--- src/rtl/tp_ntt_pkg.sv ---
// Shared TP-NTT helpers: block geometry derivation and MSB-first lane packing.
package tp_ntt_pkg;

  function automatic int unsigned calc_s(input int unsigned n1, input int unsigned n2,
                                         input int unsigned tp);
    return (n1 * n2) / tp;
  endfunction

  function automatic int unsigned calc_cw(input int unsigned s);
    return $clog2(s) + 1;
  endfunction

  function automatic int unsigned rot_width(input int unsigned tp);
    return (tp > 1) ? $clog2(tp) : 1;
  endfunction

  // Lane 0 occupies the most significant slice of a packed word.
  function automatic int unsigned lane_lsb(input int unsigned lane, input int unsigned tp,
                                           input int unsigned logq);
    return (tp - 1 - lane) * logq;
  endfunction

endpackage

--- src/rtl/tp_lane_rotate.sv ---
// Combinational lane rotator: dout lane i takes din lane (i+rot) mod TP.
module tp_lane_rotate
  import tp_ntt_pkg::*;
#(
  parameter int unsigned TP   = 8,
  parameter int unsigned LOGQ = 32
) (
  input  logic [LOGQ*TP-1:0]       din,
  input  logic [rot_width(TP)-1:0] rot,
  output logic [LOGQ*TP-1:0]       dout
);

  always_comb begin
    dout = '0;
    for (int unsigned i = 0; i < TP; i++) begin
      dout[lane_lsb(i, TP, LOGQ) +: LOGQ] =
        din[lane_lsb((i + 32'(rot)) % TP, TP, LOGQ) +: LOGQ];
    end
  end

endmodule

--- src/rtl/tp_transpose_unskew.sv ---
// Transpose read-side receiver: tracks the generator's beat counter, delays the
// rotation to match address and memory latency, and un-rotates bank words.
module tp_transpose_unskew
  import tp_ntt_pkg::*;
#(
  parameter int unsigned n1     = 8,
  parameter int unsigned n2     = 2,
  parameter int unsigned TP     = 8,
  parameter int unsigned LOGQ   = 32,
  parameter int unsigned RD_LAT = 1
) (
  input  logic               clk,
  input  logic               rst,
  input  logic               start,
  input  logic [LOGQ*TP-1:0] rd_data,
  output logic [LOGQ*TP-1:0] out_data,
  output logic               out_valid,
  output logic               out_last,
  output logic               busy
);

  localparam int unsigned S     = calc_s(n1, n2, TP);
  localparam int unsigned CW    = calc_cw(S);
  localparam int unsigned RW    = rot_width(TP);
  localparam int unsigned DEPTH = RD_LAT + 2;
  localparam logic [CW-1:0] RMASK = CW'(S - 1);

  typedef struct packed {
    logic          valid;
    logic [RW-1:0] r;
    logic          last;
  } beat_t;

  logic               st_q;
  logic [CW-1:0]      ctr;
  logic [CW-1:0]      r_full;
  beat_t              issue;
  beat_t              dl [DEPTH];
  logic               dl_any;
  logic [LOGQ*TP-1:0] rot_data;

  always_comb begin
    r_full      = ctr & RMASK;
    issue.valid = st_q;
    issue.r     = RW'(r_full);
    issue.last  = (r_full == RMASK);
  end

  // ctr is never cleared on idle so it stays in lock-step with the address generator.
  always_ff @(posedge clk or posedge rst) begin
    if (rst) begin
      st_q <= 1'b0;
      ctr  <= '0;
    end else begin
      st_q <= start;
      if (st_q) begin
        ctr <= ctr + CW'(1);
      end
    end
  end

  // Stage 0 is the issue register; the remaining RD_LAT+1 stages cover the
  // generator's address register and the bank read latency.
  always_ff @(posedge clk or posedge rst) begin
    if (rst) begin
      for (int unsigned i = 0; i < DEPTH; i++) begin
        dl[i] <= '0;
      end
    end else begin
      dl[0] <= issue;
      for (int unsigned i = 1; i < DEPTH; i++) begin
        dl[i] <= dl[i-1];
      end
    end
  end

  always_comb begin
    dl_any = 1'b0;
    for (int unsigned i = 0; i < DEPTH; i++) begin
      dl_any = dl_any | dl[i].valid;
    end
  end

  tp_lane_rotate #(
    .TP   (TP),
    .LOGQ (LOGQ)
  ) u_rotate (
    .din  (rd_data),
    .rot  (dl[DEPTH-1].r),
    .dout (rot_data)
  );

  always_ff @(posedge clk or posedge rst) begin
    if (rst) begin
      out_data  <= '0;
      out_valid <= 1'b0;
      out_last  <= 1'b0;
    end else if (dl[DEPTH-1].valid) begin
      out_data  <= rot_data;
      out_valid <= 1'b1;
      out_last  <= dl[DEPTH-1].last;
    end else begin
      out_valid <= 1'b0;
      out_last  <= 1'b0;
    end
  end

  assign busy = st_q | dl_any | out_valid;

endmodule

--- config.mk ---
export PLATFORM = sky130hd
export DESIGN_NAME = tp_transpose_unskew
export DESIGN_NICKNAME = d
export VERILOG_FILES = /design/src/rtl/tp_ntt_pkg.sv /design/src/rtl/tp_lane_rotate.sv /design/src/rtl/tp_transpose_unskew.sv
export SDC_FILE = /design/constraint.sdc
export NUM_CORES = 1
export LEC_CHECK = 0
export CAP_MARGIN = 20
export CORE_AREA = 2 2 204 206
export DETAILED_ROUTE_END_ITERATION = 12
export DIE_AREA = 0 0 206 208
export GPL_TIMING_DRIVEN = 0
export PLACE_DENSITY = 0.57
export SLEW_MARGIN = 10
export SYNTH_ARGS = -nofsm -noshare
export SYNTH_HDL_FRONTEND = slang
export SYNTH_SLANG_ARGS = --single-unit
--- constraint.sdc ---
create_clock -name clk -period 8.96 [get_ports clk]
set_input_delay 0.896 -clock clk [delete_from_list [all_inputs] [get_ports clk]]
set_output_delay 0.896 -clock clk [all_outputs]
set_load 0.05 [all_outputs]
==> results.json <==
{
  "clock-sinks": 266,
  "path_cells": "buf_4, buf_2, nor3_1, nand2_1, clkdlybuf4s50_1",
  "synth.avg_cell_area_um2": 10.8,
  "slowest_stage": "clkdlybuf4s50_1",
  "antenna_found_initial": 1,
  "grt.overflow.total": 0,
  "htreeDepth": 2,
  "setup_viol": 0,
  "critPathCapture": "busy",
  "ios": 518,
  "grt_usage_pct": 25.4,
  "clock_skew_ns": 0.0127,
  "clockPowerShare_pct": 21.9,
  "drv_cap": 0,
  "cts_setup_buffers": 0,
  "syn_area_um2": 12200,
  "utilization_pct": 47.3,
  "slew-limit-headroom_pct": 37.1,
  "reg2reg_from": "dl[4]$_DFF_PP0_",
  "clkTransAtPathRegs_ns": 0.06,
  "cts-root-buf": "clkbuf_16",
  "synth-seq-cells": 266,
  "syn_nets": 1385,
  "cts_buffer_depth": 3,
  "place_inst": 2177,
  "period_share_pct": 36.4,
  "critical_path_arrival_ns": 2.37,
  "cp-start-kind": "flop",
  "p_leak_nw": 8.31,
  "dr.pass1.iters": 5,
  "worstSetupPathType": "flop to output pin",
  "port_buffers": 517,
  "reg2regPathDepth": 4,
  "num_vias": 10900,
  "final_common_cell": "clkdlybuf4s50_1",
  "layout.nets": 1940,
  "r2r_end": "out_data[120]$_DFFE_PP0P_",
  "wl_um": 55700,
  "drc": 0,
  "postCtsHoldBufs": 0,
  "p_sw_share_pct": 43.9,
  "cts_made_buffers": 34,
  "powerDensity_nw_per_um2": 329,
  "r2r_slack_ns": 7.06,
  "synth_cell_types": 16,
  "fmax_mhz": 306,
  "startpoint": "dl[4]$_DFF_PP0_",
  "layout-drive-gt1-share_pct": 6.22,
  "place_congestion": 0.824,
  "seq_power_share_pct": 26.5,
  "syn_inst": 1126,
  "mostFrequentLayoutCells": "clkdlybuf4s50_1, dfrtp_1, nor2_1",
  "clkLatencyLatePin_ns": 0.52,
  "dieArea_um2": 42800,
  "ys_warn_count": 0,
  "core_area_um2": 40600,
  "hpwl_um": 41500,
  "worstPathMaxFanout": 10,
  "pwr-share-comb_pct": 51.5,
  "vdd_drop_max_mv": 0.145,
  "start_util_pct": 30.0,
  "via_per_inst": 4.89,
  "end_kind": "output pin",
  "cts_resized": 0,
  "rows": 74,
  "drtIter0Drc": 657,
  "drtAntennaViolNets": 0,
  "worst-endpoint-required_ns": 8.06,
  "cts_tree": "done",
  "p_int_mw": 3.54,
  "die_y_um": 208,
  "maxSlewViolCount": 0,
  "rsz0062_at_grt": "false",
  "synth.yosys.seq_area_share_pct": 54.7,
  "p_switching_mw": 2.77,
  "slowest_delay_ns": 0.85,
  "area_growth_syn_to_layout_pct": 57.8,
  "grt_pass1_wl_um": 79800,
  "grt_pass1_vias": 11500,
  "worstHoldPathType": "flop to flop",
  "grt_max_degree": 104,
  "layout.cells.non_filler": 2237,
  "status": "finished, final reports clean",
  "hold_violations": 0,
  "die_w_um": 206,
  "avgRoutedWirePerCell_um": 24.9,
  "tightest_slew_ns": 0.943,
  "layout_min_cycle_time_ns": 3.26
}
-- layout make-up --
cell class                      count  area (um2)
Antenna cell                        1        2.50
Buffer                             86         671
Clock buffer                       49        1040
Clock inverter                     10        86.3
Fill cell                        3825       21400
Inverter                            1        11.3
Multi-Input combinational cell    773        4830
Sequential cell                   266        6660
Tap cell                          532         666
Timing Repair Buffer              519        5230
-- layer usage --
metal  track usage, %  routed length [um]  vias to the layer above
li1                 -                   -                     5008
met1             32.1               23100                     5396
met2             43.5               27200                      445
met3             6.25                4190                       78
met4             6.18                1180                        2
met5                0                  17                        -
-- cells by family (layout without fill, tap and decap cells) --
group | count (synthesis) | after routing | synth area share [%]
flops | 266 | 266 | 54.7
simple gates | 260 | 260 | 8.05
compound gates | 256 | 256 | 10.5
mux | 256 | 256 | 21.1
buf+inv | 87 | 665 | 5.54
xor+xnor | 1 | 1 | 0.0720
other cells | 0 | 1 | 0
-- worst min-delay path by stage --
stage / from / to / cells past startpoint
5_1_grt: dl[6]$_DFF_PP0_ / dl[1]$_DFF_PP0_ / 0
3_5_place_dp: dl[6]$_DFF_PP0_ / dl[1]$_DFF_PP0_ / 0
2_1_floorplan: dl[6]$_DFF_PP0_ / dl[1]$_DFF_PP0_ / 0
3_3_place_gp: dl[6]$_DFF_PP0_ / dl[1]$_DFF_PP0_ / 0
6_report: dl[6]$_DFF_PP0_ / dl[1]$_DFF_PP0_ / 0
4_1_cts: dl[6]$_DFF_PP0_ / dl[1]$_DFF_PP0_ / 0
-- power groups by stage --
stage	clock network, mW	logic [mW]	registers, mW
after floorplan	0	1.08	2.71
after global placement	0	3.25	1.68
after detailed placement	0	3.27	1.69
after CTS	1.42	3.28	1.68
after global routing	1.47	3.39	1.71
final	1.39	3.25	1.68
-- cell usage after synthesis, drive strengths merged --
library cell | instances | share of area (%)
dfrtp | 266 | 55
nor2 | 257 | 7.9
a21oi | 256 | 11
mux2i | 256 | 21
buf | 52 | 4.5
clkbuf | 34 | 1.0
and2 | 1 | 0.051
inv | 1 | 0.031
nand2 | 1 | 0.031
nor3 | 1 | 0.041
xor2 | 1 | 0.072
-- sequential cells by signal, summed over array words and instances (netlist names) --
| register | flops |
|---|---|
| out_valid | 1 |
| dl | 6 |
| st_q | 1 |
| out_last | 1 |
| out_data | 256 |
| ctr | 1 |
-- critical path, delay by kind of cell, from the launching register on --
kind,cells,cell delay [ns]
flip-flops,1,0.34
AND/OR/NAND/NOR,2,0.18
buffers and inverters,3,1.33
-- per-stage QoR --
| stage | power, mW | area, um2 | TNS [ns] | worst slack [ns] | hold WS (ns) |
|---|---|---|---|---|---|
| after floorplan | 3.79 | 12200 | 0 | 0.739 | 0.331 |
| after global placement | 4.93 | 18000 | -924.31 | -3.51 | 0.340 |
| after detailed placement | 4.96 | 18100 | 0 | 6.19 | 0.341 |
| after CTS | 6.37 | 19200 | 0 | 5.62 | 0.354 |
| after global routing | 6.57 | 19200 | 0 | 5.56 | 0.360 |
| final | 6.31 | 19200 | 0 | 5.70 | 0.351 |
Note: power is estimated with default switching activity, not from simulation.
